[src/rtl/seq_defs.sv]
// Shared constants for the 1011 serial pattern: state codes, state width and the pattern itself.
// Generator and detector blocks import this so they agree on encoding.
package seq_defs;

    localparam int         STATE_W = 3;
    localparam logic [3:0] PATTERN = 4'b1011;

    localparam logic [STATE_W-1:0] S0_CODE = 3'd0;
    localparam logic [STATE_W-1:0] S1_CODE = 3'd1;
    localparam logic [STATE_W-1:0] S2_CODE = 3'd2;
    localparam logic [STATE_W-1:0] S3_CODE = 3'd3;
    localparam logic [STATE_W-1:0] S4_CODE = 3'd4;

    typedef enum logic [STATE_W-1:0] {
        S0 = S0_CODE,
        S1 = S1_CODE,
        S2 = S2_CODE,
        S3 = S3_CODE,
        S4 = S4_CODE
    } state_e;

endpackage

[src/rtl/sat_counter.sv]
// Saturating up-counter with synchronous clear and a registered all-ones flag.
module sat_counter #(
    parameter int WIDTH = 8
) (
    input  logic             clk,
    input  logic             rst_n,
    input  logic             inc,
    input  logic             clr,
    output logic [WIDTH-1:0] count,
    output logic             sat
);

    localparam logic [WIDTH-1:0] MAX = {WIDTH{1'b1}};

    logic [WIDTH-1:0] count_d, count_q;
    logic             sat_d, sat_q;

    // NOTE: every always_comb output gets a default first so no latch is inferred.
    always_comb begin
        count_d = count_q;
        if (clr) begin
            count_d = '0;
        end else if (inc && count_q != MAX) begin
            count_d = count_q + 1'b1;
        end
        sat_d = (count_d == MAX);
    end

    // NOTE: sequential state uses non-blocking assignments only.
    always_ff @(posedge clk or negedge rst_n) begin
        if (!rst_n) begin
            count_q <= '0;
            sat_q   <= 1'b0;
        end else begin
            count_q <= count_d;
            sat_q   <= sat_d;
        end
    end

    assign count = count_q;
    assign sat   = sat_q;

endmodule

[src/rtl/seq_detector.sv]
// Overlapping detector for the serial pattern 1,0,1,1 with a saturating match counter.
// All outputs are registered; state_o exposes the state register directly.
module seq_detector
    import seq_defs::*;
#(
    parameter int CNT_W = 8
) (
    input  logic               clk,
    input  logic               rst_n,
    input  logic               en,
    input  logic               din,
    input  logic               clr,
    output logic               match,
    output logic [STATE_W-1:0] state_o,
    output logic [CNT_W-1:0]   match_cnt,
    output logic               sat
);

    state_e state_d, state_q;
    logic   match_d, match_q;

    always_comb begin
        state_d = state_q;
        match_d = 1'b0;
        if (clr) begin
            state_d = S0;
        end else begin
            case (state_q)
                S0: if (en) state_d = din ? S1 : S0;
                S1: if (en) state_d = din ? S1 : S2;
                S2: if (en) state_d = din ? S3 : S0;
                S3: begin
                    if (en) begin
                        state_d = din ? S4 : S2;
                        match_d = din;
                    end
                end
                S4: if (en) state_d = din ? S1 : S2;
                // Unused codes recover to idle regardless of en.
                default: state_d = S0;
            endcase
        end
    end

    always_ff @(posedge clk or negedge rst_n) begin
        if (!rst_n) begin
            state_q <= S0;
            match_q <= 1'b0;
        end else begin
            state_q <= state_d;
            match_q <= match_d;
        end
    end

    sat_counter #(
        .WIDTH(CNT_W)
    ) u_cnt (
        .clk  (clk),
        .rst_n(rst_n),
        .inc  (match_d),
        .clr  (clr),
        .count(match_cnt),
        .sat  (sat)
    );

    assign match   = match_q;
    assign state_o = state_q;

endmodule
[config.mk]
export PLATFORM = sky130hd
export DESIGN_NAME = seq_detector
export DESIGN_NICKNAME = d
export VERILOG_FILES = /design/src/rtl/seq_defs.sv /design/src/rtl/sat_counter.sv /design/src/rtl/seq_detector.sv
export SDC_FILE = /design/constraint.sdc
export NUM_CORES = 1
export LEC_CHECK = 0
export CORE_UTILIZATION = 30
export CTS_CLUSTER_DIAMETER = 40
export DETAILED_ROUTE_END_ITERATION = 10
export GPL_TIMING_DRIVEN = 0
export HOLD_SLACK_MARGIN = 0.12
export PLACE_DENSITY = 0.58
export SLEW_MARGIN = 20
export SYNTH_ARGS = -nofsm -noshare
export SYNTH_HDL_FRONTEND = slang
export SYNTH_SLANG_ARGS = --single-unit
export TNS_END_PERCENT = 30
[constraint.sdc]
create_clock -name clk -period 2.55 [get_ports clk]
set_clock_uncertainty 0.15 [all_clocks]
set_input_delay 0.51 -clock clk [delete_from_list [all_inputs] [get_ports clk]]
set_output_delay 0.51 -clock clk [all_outputs]
set_load 0.02 [all_outputs]
==> qor.txt <==
Status = finished clean
DRC = 0
Share of cells above drive strength 1 = 0.128
Sw Ratio = 0.235
PortBufs = 17
Routed vias = 653
Sum Neg Setup Slack = 0 ps
Crit path DAT = 2250 ps
Largest net degree at the start of global routing = 14
Drt first-iter violations = 6
Crit. End Element = register
DR WL/cell = 13.4 microns
Max clock buf depth = 2
Synth async-reset ratio = 1.00
Mapped Nets = 79
Final count of negative-setup-slack endpoints = 0
Most common cell after layout, fill and taps aside = clkdlybuf4s50_1
Die Width = 52.4 microns
Initial Util = 0.332
CP Class = primary input to register
Post-synth top area cell = dfrtp_1
Final HPWL from detailed placement = 1210 microns
Area Overhead vs Synth = 30.3%
Reg2reg end = u_cnt.sat
Die ar. = 0.00275 sq mm
Maximum VDD drop = 0.000225 V
Worst slew pin tran = 595 ps
Clock buffer count from CTS = 3
Nets = 101
Max Clock Freq = 0.453 GHz
Maxcap violations = 0
Reg clk slew, reported paths = 80 ps
Num rows = 17
Drt first pass iters = 4
Global route overflow = 0
Leakage Power = 0.404 nW
Sequential share of power = 0.573
Worst hold path class = primary input to asynchronous set/reset pin
Tot Pwr = 0.000366 W
Die Height = 52.4 microns
Cell area power density = 368 mW/mm^2
Worst Path Required = 2590 ps
Yosys top cell area share = 0.426
Initial antenna violation count = 0
R2R cell count = 6
Number of synthesized flops with an enable pin = 0
WHS = 458 ps
Post-Syn Area = 763 sq um
Core footprint = 0.00230 sq mm
Hold_buf cts = 0
IO Count = 18
Highest-count cells in the layout ignoring fill and taps = clkdlybuf4s50_1, dfrtp_1, nor2_1, nand3_1, a21oi_1
Crit path max fanout = 8
Crit path to = u_cnt.sat
Max Transition Viols Final = 0
Top_reg_cell synth = dfrtp_1
Post-CTS sizing = 0
Syn avg cell area = 10.5 sq um
Number of global-route vias before repair = 616
Fin crit share = 0.867
Top cells by area, synth = dfrtp_1, nor2_1, a2111oi_4
Post-CTS Setup Bufs = 0
Number of diodes = 0
First-pass GRT wire length = 2830 microns
Synth unique cells = 33
Combinational power share = 0.079
Clk Latency, worst-skew pair = 270 ps
Final wirelength = 1630 microns
Cells after Synth = 73
GRT Util Overall = 0.143
Fillers = 235
Vias per cell = 5.35
Crit path time final = 2210 ps
CTS tree = done
Sequential area share after synthesis = 0.426
Internal power = 0.000280 W
Slew HR = 0.602
FF+latch area = 325 sq um
Final Hold Vio Count = 0
Root Driver = clkbuf_4
Synth Warn # = 0
Net Switching = 0.0000860 W
Routability congestion estimate = 0.822
Clock power share = 0.348
Flops & latches, synth = 13
ANT nets after route = 0
Multi-input gate area = 423 sq um
Startpoint types = primary input
Worst setup path start = en
# clock sinks = 13
RSZ-0062 raised after global routing = false
Slack of the worst reg-to-reg path = 360 ps
Htree depth = 1
RR Startpoint = u_cnt.count[0]
## metal layers
layer	part of all wire	GRT usage
met1	0.49	0.192
met3	0.032	0.0203
met5	0	0
met4	0.031	0.0921
met2	0.45	0.211
## power by group through the flow
stage	registers [W]	clock network, W	logic [W]
after floorplan	0.000215	0	0.00000940
after global placement	0.000214	0	0.0000289
after detailed placement	0.000214	0	0.0000290
after CTS	0.000210	0.000133	0.0000293
after global routing	0.000210	0.000139	0.0000326
final	0.000210	0.000127	0.0000287
## cells by family after synthesis
group / count (synthesis) / synth area share
mux: 3 / 0.0410
compound gates: 15 / 0.174
simple gates: 34 / 0.289
xor+xnor: 3 / 0.0344
flops: 13 / 0.426
buf+inv: 4 / 0.0197
fa+ha+maj: 1 / 0.0164
## synth_stat cells, types with 2 or more instances
cell,count
a211oi_2,2
a21oi_1,4
nand2b_1,2
nand3b_1,2
mux2i_1,2
nand4_1,2
dfrtp_1,13
a41oi_1,2
xor2_1,2
nand3_1,4
nor2b_1,2
nand2_1,2
o21ai_0,2
inv_1,3
nor2_1,10
o211ai_1,2
## state kept, by name, indices dropped and copies added, names as in the netlist
| register | flops |
|---|---|
| state_o | 3 |
| match | 1 |
| u_cnt.count | 8 |
| u_cnt.sat | 1 |
## how the worst min path moves through the flow
stage / slack (ps) / depth (start not counted) / end
2_1_floorplan: 60 / 0 / match
3_3_place_gp: 440 / 2 / u_cnt.count[1]
3_5_place_dp: 450 / 2 / u_cnt.count[1]
4_1_cts: 470 / 2 / u_cnt.count[1]
5_1_grt: 510 / 1 / u_cnt.count[7]
6_report: 460 / 1 / match
## critical path, stage by stage
cell,delay [ps]
clkdlybuf4s50_1,630
nand4b_4,160
a211o_1,300
nor3b_1,280
o21ai_0,150
nor4_2,210
## metrics by stage
stage / setup slack [ps] / instance area (sq um) / std cells / util
finish: 340 / 995 / 122 / 0.433
global route: 227 / 995 / 122 / 0.433
CTS: 366 / 995 / 122 / 0.433
detailed placement: 89.0 / 968 / 118 / 0.422
global placement: 65.9 / 968 / 118 / 0.422
floorplan: 515 / 763 / 73 / -
## final cells by class
class / instances / area share
multi-input combinational: 56 / 0.425
sequential: 13 / 0.327
inverter: 3 / 0.0113
clock buffer: 4 / 0.0264
buffer: 1 / 0.00377
timing repair buffer: 17 / 0.171
tap: 28 / 0.0352
Note: power is estimated with default switching activity, not from simulation.
